==> config.mk <==
export PLATFORM = sky130hd
export DESIGN_NAME = iic_cmd_sequencer
export DESIGN_NICKNAME = d
export VERILOG_FILES = /design/src/rtl/iic_cmd_sequencer.sv
export SDC_FILE = /design/constraint.sdc
export NUM_CORES = 1
export LEC_CHECK = 0
export CAP_MARGIN = 20
export CORE_MARGIN = 2
export CORE_UTILIZATION = 35
export DETAILED_ROUTE_END_ITERATION = 8
export SYNTH_ARGS = -nofsm -noshare
export SYNTH_HDL_FRONTEND = slang
export SYNTH_SLANG_ARGS = --single-unit
==> constraint.sdc <==
create_clock -name sys_clk -period 2.64 [get_ports sys_clk]
set_clock_uncertainty 0.05 [all_clocks]
set_input_delay 0.528 -clock sys_clk [delete_from_list [all_inputs] [get_ports sys_clk]]
set_output_delay 0.528 -clock sys_clk [all_outputs]
set_load 0.02 [all_outputs]
==> src/rtl/iic_cmd_sequencer.sv <==
// Command sequencer ahead of the IIC master driver: walks an external init table
// of register writes, then periodically reads a two-byte sensor value.
module iic_cmd_sequencer #(
    parameter int          INIT_LEN    = 8,
    parameter int          POWERUP_CYC = 20000,
    parameter int          GAP_CYC     = 200,
    parameter int          POLL_CYC    = 5000000,
    parameter int          TIMEOUT_CYC = 100000,
    parameter logic [7:0]  RD_SLAVE    = 8'h88,
    parameter logic [7:0]  RD_REG      = 8'h00,
    localparam int         IDX_W       = (INIT_LEN > 1) ? $clog2(INIT_LEN) : 1
) (
    input  logic             sys_clk,
    input  logic             rst_n,
    input  logic             restart,
    output logic [IDX_W-1:0] tbl_idx,
    input  logic [23:0]      tbl_data,
    output logic [15:0]      iic_slave,
    output logic             iic_write_req,
    output logic [7:0]       iic_write_data,
    input  logic             iic_write_done,
    output logic             iic_read_req,
    input  logic             iic_read_done,
    input  logic [7:0]       iic_read_data,
    output logic             init_done,
    output logic [15:0]      sensor_data,
    output logic             data_valid,
    output logic             busy,
    output logic             err
);

    typedef enum logic [2:0] {
        S_PWRUP, S_INIT_REQ, S_INIT_WAIT, S_GAP, S_POLL_IDLE, S_RD_REQ, S_RD_WAIT
    } state_t;

    localparam logic [31:0] PWR_LAST  = (POWERUP_CYC > 0) ? 32'(POWERUP_CYC - 1) : 32'd0;
    localparam logic [31:0] GAP_LAST  = (GAP_CYC > 0) ? 32'(GAP_CYC - 1) : 32'd0;
    localparam logic [31:0] POLL_LAST = (POLL_CYC > 0) ? 32'(POLL_CYC - 1) : 32'd0;
    localparam logic [31:0] TO_LIM    = 32'(TIMEOUT_CYC);
    localparam logic [IDX_W-1:0] LAST_IDX = IDX_W'((INIT_LEN > 0) ? INIT_LEN - 1 : 0);
    localparam logic        NO_INIT   = (INIT_LEN == 0);
    localparam state_t      FIRST_ST  = NO_INIT ? S_POLL_IDLE : S_INIT_REQ;

    state_t      state, gap_next;
    logic [31:0] cnt;
    logic        sel, rst_pend;
    logic [7:0]  shadow_hi;

    logic in_wait, wr_exit, rd_exit, wait_exit, restart_now;
    assign in_wait     = (state == S_INIT_WAIT) || (state == S_RD_WAIT);
    assign wr_exit     = (state == S_INIT_WAIT) && (iic_write_done || cnt == TO_LIM);
    assign rd_exit     = (state == S_RD_WAIT) && (iic_read_done || cnt == TO_LIM);
    assign wait_exit   = wr_exit || rd_exit;
    assign restart_now = restart && !in_wait;

    // Requests are registered out of the *_REQ state, so the pulse, iic_slave and
    // iic_write_data all become visible together on the following cycle.
    always_ff @(posedge sys_clk or negedge rst_n) begin
        if (!rst_n) begin
            state          <= S_PWRUP;
            gap_next       <= S_POLL_IDLE;
            cnt            <= '0;
            sel            <= 1'b0;
            rst_pend       <= 1'b0;
            shadow_hi      <= '0;
            tbl_idx        <= '0;
            iic_slave      <= '0;
            iic_write_req  <= 1'b0;
            iic_write_data <= '0;
            iic_read_req   <= 1'b0;
            init_done      <= 1'b0;
            sensor_data    <= '0;
            data_valid     <= 1'b0;
            busy           <= 1'b0;
            err            <= 1'b0;
        end else begin
            iic_write_req <= 1'b0;
            iic_read_req  <= 1'b0;
            data_valid    <= 1'b0;
            cnt           <= cnt + 32'd1;

            case (state)
                S_PWRUP: if (cnt == PWR_LAST) begin
                    cnt   <= '0;
                    state <= FIRST_ST;
                    if (NO_INIT) init_done <= 1'b1;
                end
                S_INIT_REQ: begin
                    iic_write_req  <= 1'b1;
                    iic_slave      <= {tbl_data[15:8], tbl_data[23:16]};
                    iic_write_data <= tbl_data[7:0];
                    busy           <= 1'b1;
                    cnt            <= '0;
                    state          <= S_INIT_WAIT;
                end
                S_INIT_WAIT: if (wr_exit) begin
                    if (!iic_write_done) err <= 1'b1;
                    busy     <= 1'b0;
                    tbl_idx  <= tbl_idx + IDX_W'(1);
                    cnt      <= '0;
                    state    <= S_GAP;
                    gap_next <= (tbl_idx == LAST_IDX) ? S_POLL_IDLE : S_INIT_REQ;
                end
                S_GAP: if (cnt == GAP_LAST) begin
                    cnt   <= '0;
                    state <= gap_next;
                    if (gap_next == S_POLL_IDLE) init_done <= 1'b1;
                end
                S_POLL_IDLE: if (cnt == POLL_LAST) begin
                    cnt   <= '0;
                    sel   <= 1'b0;
                    state <= S_RD_REQ;
                end
                S_RD_REQ: begin
                    iic_read_req <= 1'b1;
                    iic_slave    <= {RD_REG + {7'd0, sel}, RD_SLAVE};
                    busy         <= 1'b1;
                    cnt          <= '0;
                    state        <= S_RD_WAIT;
                end
                S_RD_WAIT: if (rd_exit) begin
                    busy  <= 1'b0;
                    cnt   <= '0;
                    state <= S_GAP;
                    if (iic_read_done) begin
                        if (!sel) begin
                            shadow_hi <= iic_read_data;
                            sel       <= 1'b1;
                            gap_next  <= S_RD_REQ;
                        end else begin
                            sensor_data <= {shadow_hi, iic_read_data};
                            data_valid  <= 1'b1;
                            gap_next    <= S_POLL_IDLE;
                        end
                    end else begin
                        err      <= 1'b1;
                        gap_next <= S_POLL_IDLE;
                    end
                end
                default: state <= S_PWRUP;
            endcase

            // A restart seen while a driver transaction is in flight waits for its
            // done/timeout, then still honours the gap before re-running init.
            if (wait_exit && (rst_pend || restart)) begin
                tbl_idx   <= '0;
                init_done <= 1'b0;
                err       <= 1'b0;
                sel       <= 1'b0;
                rst_pend  <= 1'b0;
                gap_next  <= FIRST_ST;
            end else if (in_wait && restart) begin
                rst_pend <= 1'b1;
            end

            if (restart_now) begin
                tbl_idx       <= '0;
                init_done     <= NO_INIT;
                err           <= 1'b0;
                sel           <= 1'b0;
                rst_pend      <= 1'b0;
                iic_write_req <= 1'b0;
                iic_read_req  <= 1'b0;
                busy          <= 1'b0;
                cnt           <= '0;
                state         <= FIRST_ST;
            end
        end
    end

endmodule

==> results of run 1 <==
## cell families (layout without fill, tap and decap cells)
kind of cell / after synthesis / in the layout
fa+ha+maj: 5 / 5
xor+xnor: 31 / 31
flops: 96 / 96
mux: 38 / 38
compound gates: 65 / 65
buf+inv: 28 / 124
simple gates: 140 / 140
## power by group through the flow
stage                     combinational (µW)  sequential, µW  clock, µW
after floorplan                          607            2100          0
after global placement                  1450            1880          0
after detailed placement                1480            1890          0
after CTS                               1490            1860       1500
after global routing                    1610            1890       1570
final                                   1460            1860       1470
## timing repair
item	in CTS	in global routing
resized for setup	0	1
buffers inserted	0	0
setup endpoints to repair	0	32
hold buffers	0	0
## worst max-delay path by stage
stage | startpoint | to | slack [ps] | cells past startpoint
2_1_floorplan | cnt[0] | cnt[0] | 410 | 8
3_5_place_dp | cnt[27] | cnt[1] | 150 | 7
5_1_grt | cnt[27] | cnt[20] | 9 | 7
3_3_place_gp | cnt[0] | cnt[1] | 220 | 8
4_1_cts | cnt[27] | cnt[1] | 140 | 7
6_report | cnt[27] | cnt[20] | 90 | 7
## synthesized netlist by cell type, types with 4 or more instances
cell type	count
ha_1	4
nand2b_1	13
buf_2	4
o21ai_0	20
nor3_1	7
nor2_1	28
nand2_1	32
mux2i_1	4
a21oi_1	35
clkbuf_1	10
nand4_1	10
nor4_1	6
nand3_1	13
xor2_1	18
and3_1	9
inv_1	11
dfrtp_1	95
mux2_2	34
xnor2_1	13
## metrics by stage
stage                     hold slack (ps)  cells  setup WS, ps
after floorplan                       182    403           406
after global placement                412    655           223
after detailed placement              422    655           146
after CTS                             115    671           143
after global routing                  132    671          9.20
final                                99.0    671          87.3
## layer usage
| metal | vias to the layer above | part of all wire | GRT usage |
|---|---|---|---|
| met1 | 1636 | 0.47 | 0.222 |
| met2 | 95 | 0.46 | 0.242 |
| li1 | 1607 | - | - |
| met5 | - | 0 | 0 |
| met3 | 14 | 0.053 | 0.0306 |
| met4 | 0 | 0.015 | 0.0548 |
## cell type report
| type | count | area share |
|---|---|---|
| timing repair buffer | 97 | 0.164 |
| inverter | 11 | 0.00704 |
| sequential | 96 | 0.410 |
| multi-input combinational | 279 | 0.325 |
| clock inverter | 7 | 0.0186 |
| clock buffer | 9 | 0.0384 |
| tap | 172 | 0.0367 |
## flip-flops by register name, summed over array words and instances (netlist names), 2 cells and up
name and flops:
state 3, iic_slave 16, cnt 32, gap_next 2, iic_write_data 8, shadow_hi 8
sensor_data 16, tbl_idx 3
==> flow_metrics.py, run 1 <==
metrics = {
    "status": {
        "status": "complete, no violations",
    },
    "yosys": {
        "synth_nets": 444,
        "synthTopCellsByArea": "dfrtp_1 54%, mux2_2 8.6%, a21oi_1 4.0%",
        "synth-compound-area-share": 0.0875,
        "synth_top_family_by_area": "simple AND/OR/NAND/NOR gates",
        "synthMuxAreaShare": 0.0955,
        "ys_seq_elements": 96,
        "synth-edff-count": 0,
        "synthSimpleGateAreaFrac": 0.170,
        "yosysWarnings": 0,
        "synth_xor_area_frac": 0.0613,
        "ys_types": 43,
        "syn_area_per_cell_um2": 11.0,
        "synth_top_flop_cell": "dfrtp_1",
        "syn_area_um2": 4430,
        "synthArstFlopShare": 1.00,
        "seq_area_frac_synth": 0.543,
        "synth_fa_ha_area_frac": 0.0136,
        "synth_top_area_cell": "dfrtp_1",
        "netlist.area_leader.share": 0.537,
        "synth_cells": 403,
    },
    "cts": {
        "clkLatencyLatePin_ps": 350,
        "clockBufferDepth": 2,
        "root_buffer": "clkbuf_16",
        "tritoncts": "done",
        "cts.reportedPaths.clkPinSlew_ps": 70,
        "clock-sinks": 96,
        "htreeDepth": 3,
        "numCtsBuffers": 9,
    },
    "floorplanning": {
        "start_util": 0.355,
        "die_area_um2": 13600,
        "dieHeight_um": 117,
        "fp.coreArea_um2": 12500,
        "num_rows": 41,
        "num_io_pins": 86,
        "die_x_um": 117,
    },
    "power": {
        "combPwrFrac": 0.305,
        "p_switching_uw": 1570,
        "power_uw": 4800,
        "power.internal_uw": 3230,
        "peakVddDrop_v": 0.000324,
        "power_frac_clock": 0.307,
        "switching_share": 0.327,
        "power_leakage_uw": 0.00251,
        "p_per_area_nw_per_um2": 818,
        "p_seq_frac": 0.388,
    },
    "sta": {
        "worstMarginPinSlew_ps": 547,
        "max-slew-margin-rel": 0.634,
        "hold_viol": 0,
        "setup_viol": 0,
        "fmax_mhz": 392,
        "rsz0062_at_grt": "no",
        "finalMaxSlewViolations": 0,
        "timing.final.crit_share": 0.967,
        "fin_crit_ps": 2550,
        "tns_ps": 0,
    },
    "placement": {
        "io_buffers": 85,
        "place.gp.congestion": 0.863,
        "dpl_cell_area_um2": 5520,
        "dp_hpwl_um": 7140,
    },
    "setup_path": {
        "r2r-start": "cnt[27]",
        "cpPeakStageDelay_ps": 530,
        "r2r-end": "cnt[20]",
        "r2r_cells": 7,
        "cp_slowest_cell": "nor4_1",
        "crit_chain": "nor4_1 > nand4b_1 > nor4_1 > nor3_1 > o31ai_4 > buf_4 > a21oi_1",
        "crit_required_ps": 2820,
        "worst-path-max-fanout": 16,
        "startpoint_type": "flip-flop",
        "cp_top_family": "simple AND/OR/NAND/NOR gates",
        "worst_path_most_repeated_cell": "nor4_1",
        "r2r_slack_ps": 90,
        "arrival_ps": 2730,
        "critPathKind": "flip-flop to flip-flop",
        "crit_buf_inv": 1,
        "cp-end-kind": "flip-flop",
    },
    "final_layout": {
        "register_area_um2": 2400,
        "fillers": 1181,
        "n_antenna_cell": 0,
        "fin_area_um2": 5860,
        "finish.net_count": 535,
        "mostFrequentLayoutCell": "dfrtp_1",
        "drive_gt1_frac": 0.146,
        "final_cell_mix": "95 x dfrtp_1, 84 x clkdlybuf4s50_1, 35 x a21oi_1, 34 x mux2_2, 32 x nand2_1",
        "multi_input_area_um2": 1910,
        "area_delta_synth_final_pct": 32.4,
        "fin_util": 0.470,
    },
    "global_routing": {
        "grt-ovfl-total": 0,
        "antenna_found_initial": 0,
        "grt_pass1_vias": 3333,
        "gr-usage-all-layers": 0.157,
        "grt_start_max_net_pins": 41,
        "grt_pass1_wl_um": 16700,
    },
    "drt": {
        "drc": 0,
        "ant_nets": 0,
        "wire_per_inst_um": 15.0,
        "drt_iter0_drc": 247,
        "first_pass_iters": 4,
        "finalWirelength_um": 10100,
        "vias": 3352,
        "routed_via_density": 5.00,
    },
    "flow_run": {
        "drv_cap": 0,
    },
    "min_path": {
        "min_path_type": "input pin to asynchronous set/reset pin",
    },
}
No activity file was read; power rests on OpenSTA's default activity.
==> inputs of run 2 (changes only) <==
--- a/config.mk
+++ b/config.mk
@@ -5,6 +5,7 @@
 export SDC_FILE = /design/constraint.sdc
 export NUM_CORES = 1
 export LEC_CHECK = 0
+export ABC_CLOCK_PERIOD_IN_PS = 2640
 export CAP_MARGIN = 20
 export CORE_MARGIN = 2
 export CORE_UTILIZATION = 35
==> results of run 2 <==
Final layout, timing and power as in run 1 (identical DEF).
==> inputs of run 3 (changes only) <==
--- a/config.mk
+++ b/config.mk
@@ -9,6 +9,7 @@
 export CAP_MARGIN = 20
 export CORE_MARGIN = 2
 export CORE_UTILIZATION = 35
+export CTS_CLUSTER_SIZE = 25
 export DETAILED_ROUTE_END_ITERATION = 8
 export SYNTH_ARGS = -nofsm -noshare
 export SYNTH_HDL_FRONTEND = slang
==> results of run 3 <==
Final layout, timing and power as in run 1 (identical DEF).
